$ cat config.mk
export PLATFORM = sky130hd
export DESIGN_NAME = mac_pipe_param
export DESIGN_NICKNAME = d
export VERILOG_FILES = /design/src/rtl/mac_pipe_param.sv
export SDC_FILE = /design/constraint.sdc
export NUM_CORES = 2
export LEC_CHECK = 0
export BUFFER_PORTS_ARGS = -buffer_cell sky130_fd_sc_hd__buf_2
export CAP_MARGIN = 40
export CORE_MARGIN = 2
export CORE_UTILIZATION = 55
export CTS_CLUSTER_SIZE = 16
export DETAILED_ROUTE_END_ITERATION = 10
export GPL_TIMING_DRIVEN = 0
export MAX_ROUTING_LAYER = met4
export PLACE_DENSITY = 0.7
export SLEW_MARGIN = 20
export SYNTH_ARGS = -nofsm -noshare
export SYNTH_HDL_FRONTEND = slang
export SYNTH_SLANG_ARGS = --single-unit
$ cat constraint.sdc
create_clock -name CLK -period 18.3 [get_ports CLK]
set_input_delay 2.745 -clock CLK [delete_from_list [all_inputs] [get_ports CLK]]
set_output_delay 2.745 -clock CLK [all_outputs]
set_load 0.05 [all_outputs]
$ cat src/rtl/mac_pipe_param.sv
// mac_pipe_param: pipelined signed/unsigned multiply-accumulate with valid/ready handshake.
// Operand register -> MUL_STAGES product registers -> add/accumulate output register.
module mac_pipe_param #(
  parameter int WIDTH      = 32,
  parameter int MUL_STAGES = 2,
  parameter int GUARD      = 8
) (
  input  logic                     CLK,
  input  logic                     RST,
  input  logic                     in_valid,
  output logic                     in_ready,
  input  logic [WIDTH-1:0]         in_a,
  input  logic [WIDTH-1:0]         in_b,
  input  logic [WIDTH-1:0]         in_c,
  input  logic                     in_signed,
  input  logic                     in_acc,
  input  logic                     in_clr,
  output logic                     out_valid,
  input  logic                     out_ready,
  output logic [2*WIDTH+GUARD-1:0] out_result,
  output logic                     out_ovf
);

  localparam int RW = 2*WIDTH+GUARD;
  localparam int PW = 2*WIDTH;
  localparam int MW = WIDTH+3;   // op metadata: {c, signed, acc, clr}

  function automatic logic [PW-1:0] mul_ab(input logic [WIDTH-1:0] a,
                                           input logic [WIDTH-1:0] b,
                                           input logic             sgn);
    logic [PW-1:0] ax;
    logic [PW-1:0] bx;
    ax = {{WIDTH{sgn & a[WIDTH-1]}}, a};
    bx = {{WIDTH{sgn & b[WIDTH-1]}}, b};
    return ax * bx;
  endfunction

  function automatic logic [RW-1:0] ext_p(input logic [PW-1:0] p, input logic sgn);
    logic [RW-1:0] r;
    r = {RW{sgn & p[PW-1]}};
    r[PW-1:0] = p;
    return r;
  endfunction

  function automatic logic [RW-1:0] ext_c(input logic [WIDTH-1:0] c, input logic sgn);
    logic [RW-1:0] r;
    r = {RW{sgn & c[WIDTH-1]}};
    r[WIDTH-1:0] = c;
    return r;
  endfunction

  logic                  en_s;
  logic                  s0_vld_q;
  logic [WIDTH-1:0]      s0_a_q;
  logic [WIDTH-1:0]      s0_b_q;
  logic [MW-1:0]         s0_m_q;
  logic [MUL_STAGES-1:0] pv_q;
  logic [PW-1:0]         pp_q [MUL_STAGES];
  logic [MW-1:0]         pm_q [MUL_STAGES];
  logic                  out_valid_q;
  logic                  out_ovf_q;
  logic [RW-1:0]         out_result_q;
  logic [RW-1:0]         acc_q;
  logic [MW-1:0]         fin_m_s;
  logic [RW-1:0]         x_s;
  logic [RW-1:0]         p_s;
  logic [RW:0]           sum_s;
  logic                  ovf_d;

  assign en_s       = !out_valid_q || out_ready;
  assign in_ready   = en_s;
  assign out_valid  = out_valid_q;
  assign out_result = out_result_q;
  assign out_ovf    = out_ovf_q;

  // Operand capture and product pipeline; everything freezes while the output is stalled.
  always_ff @(posedge CLK) begin
    if (RST) begin
      s0_vld_q <= 1'b0;
      s0_a_q   <= {WIDTH{1'b0}};
      s0_b_q   <= {WIDTH{1'b0}};
      s0_m_q   <= {MW{1'b0}};
      pv_q     <= {MUL_STAGES{1'b0}};
      for (int i = 0; i < MUL_STAGES; i++) begin
        pp_q[i] <= {PW{1'b0}};
        pm_q[i] <= {MW{1'b0}};
      end
    end else if (en_s) begin
      s0_vld_q <= in_valid;
      s0_a_q   <= in_a;
      s0_b_q   <= in_b;
      s0_m_q   <= {in_c, in_signed, in_acc, in_clr};
      pv_q[0]  <= s0_vld_q;
      pp_q[0]  <= mul_ab(s0_a_q, s0_b_q, s0_m_q[2]);
      pm_q[0]  <= s0_m_q;
      for (int i = 1; i < MUL_STAGES; i++) begin
        pv_q[i] <= pv_q[i-1];
        pp_q[i] <= pp_q[i-1];
        pm_q[i] <= pm_q[i-1];
      end
    end
  end

  // Final add: addend is ext(c) in fused mode, otherwise the (optionally cleared) accumulator.
  always_comb begin
    fin_m_s = pm_q[MUL_STAGES-1];
    p_s     = ext_p(pp_q[MUL_STAGES-1], fin_m_s[2]);
    if (fin_m_s[1]) begin
      if (fin_m_s[0]) begin
        x_s = {RW{1'b0}};
      end else begin
        x_s = acc_q;
      end
    end else begin
      x_s = ext_c(fin_m_s[MW-1:3], fin_m_s[2]);
    end
    sum_s = {1'b0, x_s} + {1'b0, p_s};
    if (fin_m_s[2]) begin
      ovf_d = (x_s[RW-1] == p_s[RW-1]) && (sum_s[RW-1] != x_s[RW-1]);
    end else begin
      ovf_d = sum_s[RW];
    end
  end

  // Output register and accumulator; acc only moves on a valid accumulate-mode op.
  always_ff @(posedge CLK) begin
    if (RST) begin
      out_valid_q  <= 1'b0;
      out_result_q <= {RW{1'b0}};
      out_ovf_q    <= 1'b0;
      acc_q        <= {RW{1'b0}};
    end else if (en_s) begin
      out_valid_q <= pv_q[MUL_STAGES-1];
      if (pv_q[MUL_STAGES-1]) begin
        out_result_q <= sum_s[RW-1:0];
        out_ovf_q    <= ovf_d;
        if (fin_m_s[1]) begin
          acc_q <= sum_s[RW-1:0];
        end
      end
    end
  end

endmodule

==> flow_summary.json <==
{
  "status": "finished, final reports clean",
  "slew_viol_final": 0,
  "postRouteAntennaNets": 0,
  "crit_arrival_ns": 10.06,
  "grt_max_degree": 59,
  "period_share": 0.5297,
  "ys_async_sr_fraction": 0,
  "cts_tree": "done",
  "pwr-share-seq": 0.186,
  "antenna_found_initial": 14,
  "startpoint": "s0_m_q[2]$_SDFFE_PP0N_",
  "critical_path_cell_count": 27,
  "routed-via-count": 48250,
  "synthCells": 6543,
  "cts_sinks": 446,
  "clockRootBuffer": "clkbuf_16",
  "ys_top_cells_by_area": "fa_1 38%, edfxtp_1 10%, dfxtp_1 8.4%",
  "mostFrequentLayoutCell": "nand2_1",
  "cp_num_buf_inv": 7,
  "dr.first_iter.drc_count": 5074,
  "r2r_slack_ns": 8.61,
  "cts_hold_buf": 0,
  "synth_cell_types": 75,
  "dpl.hpwl_um": 186800,
  "dp_cells": 8193,
  "layout.cells.non_filler": 8317,
  "leakage_nw": 30.60,
  "endpoint_kind": "flop",
  "num-nets-final": 8368,
  "min_period_ns": 9.694,
  "fin_area_sq_um": 64530,
  "portBuffers": 176,
  "hold_violations": 0,
  "ys_seq_area_frac": 0.1850,
  "synth_flop_cell": "dfxtp_1",
  "grt_use_total": 0.4213,
  "peakVddDrop_v": 0.0001394,
  "crit_type": "reg2reg",
  "drc_errors": 0,
  "synth_edf_count": 198,
  "cts_setup_buffers": 0,
  "grt_pass1_wl_um": 324400,
  "crit_path_start_kind": "flop",
  "core_area_sq_um": 106800,
  "finalClockSkew_ns": 0.08540,
  "die_area_sq_um": 109800,
  "clk-insertion-delay-late_ns": 0.70,
  "p_clk_frac": 0.160,
  "fp-row-count": 120,
  "whs_ns": 0.4483,
  "layout_common_cells": "1260 x nand2_1, 1172 x inv_1, 1125 x fa_1",
  "cellPowerDensity_nw_per_um2": 107.4,
  "pwr-share-comb": 0.654,
  "die_h_um": 331.4,
  "fin_tns_setup_ns": 0,
  "cts_buffers": 52,
  "globalplace.congestion": 1.044,
  "cts.clk_slew.worst_paths_ns": 0.07,
  "grt.overflow.total": 0,
  "cp_top_family": "adder cells",
  "max_freq_mhz": 103.2,
  "maxSlewHeadroom": 0.3363,
  "reg2regPathDepth": 27,
  "cts_buffer_depth": 3,
  "maxCapViolCount": 0,
  "critPathMaxStageDelay_ns": 0.64,
  "synth.largest_area_cell": "fa_1",
  "tightest_slew_ns": 0.9942,
  "crit_top_cell": "fa_1",
  "setup_viol": 0,
  "wl_per_cell_um": 26.72,
  "synth_area_per_cell_sq_um": 9.012,
  "synth_seq_cells": 446,
  "min_path_cells": 2,
  "required_ns": 18.66,
  "switching_power_mw": 3.465,
  "rr_endpoint": "pp_q[0][60]$_SDFFCE_PN0P_",
  "htree_levels": 2,
  "critPathCapture": "pp_q[0][60]$_SDFFCE_PN0P_",
  "dieWidth_um": 331.4,
  "intPower_mw": 3.466,
  "cts.repair.resized": 0,
  "wirelength_um": 222300,
  "io_pins": 178,
  "layout-area-overhead-vs-synth_pct": 9.425,
  "placed_area_sq_um": 62560,
  "yosysWarnings": 0,
  "grt_pass1_vias": 48880,
  "cpMaxStageDelayCell": "clkbuf_1",
  "rsz0062_at_grt": "false",
  "drive_gt1_frac": 0.05914,
  "vias_per_cell": 5.801,
  "fillers": 9531,
  "dr.pass1.iters": 6,
  "start_util": 0.5524,
  "hold_class": "reg2reg",
  "netSwitchingFraction": 0.4999,
  "r2r-start": "s0_m_q[2]$_SDFFE_PP0N_",
  "synth_top_area_share": 0.3823,
  "netlist_area_sq_um": 58970,
  "crit_fanout": 10,
  "synthesis.nets": 8056
}
-- layout make-up --
type | instances | area [sq um] | share of cell area
clock inverter | 31 | 282.8 | 0.004382
timing repair buffer | 258 | 1933 | 0.02996
sequential | 446 | 10910 | 0.1691
multi-input combinational | 4510 | 42080 | 0.6522
inverter | 1172 | 4399 | 0.06818
buffer | 415 | 1599 | 0.02478
tap | 1403 | 1755 | 0.02721
antenna | 15 | 37.54 | 0.0005817
clock buffer | 67 | 1526 | 0.02366
-- kinds of logic (layout without fill, tap and decap cells) --
group,Yosys count,after routing,synth area share
buffers and inverters,1587,1943,0.1015
DFF,446,446,0.1850
muxes,2,2,0.0003395
and+or+nand+nor,2176,2176,0.1695
other,0,15,0
AOI/OAI and AO/OA,784,784,0.08059
xor gates and xnor gates,138,138,0.02050
adders and majority gates,1410,1410,0.4425
-- sequential cells by signal (all words and copies together) (netlist names), 2 cells and up --
register	cells
pv_q	2
pm_q	70
acc_q	72
s0_b_q	32
s0_m_q	35
pp_q	128
s0_a_q	32
out_result	72
-- stage by stage --
stage	total power, mW	setup WS [ns]	utilization
5_1_grt	7.403	8.218	0.6042
2_1_floorplan	4.239	9.905	-
4_1_cts	6.833	8.300	0.6030
3_3_place_gp	5.659	7.188	0.5771
6_report	6.931	8.606	0.6044
3_5_place_dp	5.709	8.334	0.5860
-- cell usage after synthesis (all sizes together) (16+ instances only) --
master  count
and3      175
fa       1126
o21a       17
dfxtp     248
nor2b      16
a211oi     31
a21oi     398
nand2b     51
and2      357
o21bai     22
o22ai      33
nand4      27
ha        284
nor3       29
edfxtp    198
a31oi      24
inv      1172
clkbuf    393
xnor2      92
buf        22
nand3      38
nand2    1261
a21o       79
nor2      171
o21ai      91
xor2       46
-- worst min-delay path, delay by kind of cell (launching register included) --
kind,cells,cell delay [ns]
DFF,1,0.31
AOI/OAI and AO/OA,1,0.05
and+or+nand+nor,1,0.05
-- worst min-delay path by stage --
stage                             endpoint  slack, ns                        start
3_5_place_dp       s0_m_q[30]$_SDFFE_PP0N_       0.44      s0_m_q[30]$_SDFFE_PP0N_
3_3_place_gp        s0_m_q[7]$_SDFFE_PP0N_       0.43       s0_m_q[7]$_SDFFE_PP0N_
5_1_grt        out_result[69]$_SDFFE_PP0P_       0.46  out_result[69]$_SDFFE_PP0P_
2_1_floorplan       s0_m_q[0]$_SDFFE_PP0N_       0.43       s0_m_q[0]$_SDFFE_PP0N_
6_report           s0_m_q[20]$_SDFFE_PP0N_       0.45      s0_m_q[20]$_SDFFE_PP0N_
4_1_cts            s0_m_q[12]$_SDFFE_PP0N_       0.45      s0_m_q[12]$_SDFFE_PP0N_
-- power groups by stage --
stage	Sequential, mW	Clock (mW)	Combinational, mW
floorplan	1.27	0	2.97
global placement	1.31	0	4.35
detailed placement	1.31	0	4.40
CTS	1.29	1.12	4.43
global route	1.29	1.15	4.95
finish	1.29	1.11	4.53
-- metal layers --
layer / part of all wire / up-vias / global-route usage / wire length [um]
met5: 0 / - / - / 0
met2: 0.45 / 2607 / 0.6388 / 100300
li1: - / 20710 / - / -
met3: 0.098 / 628 / 0.07542 / 21810
met1: 0.38 / 24310 / 0.5321 / 83650
met4: 0.074 / 0 / 0.2502 / 16440
(Power assumes the default switching activity.)
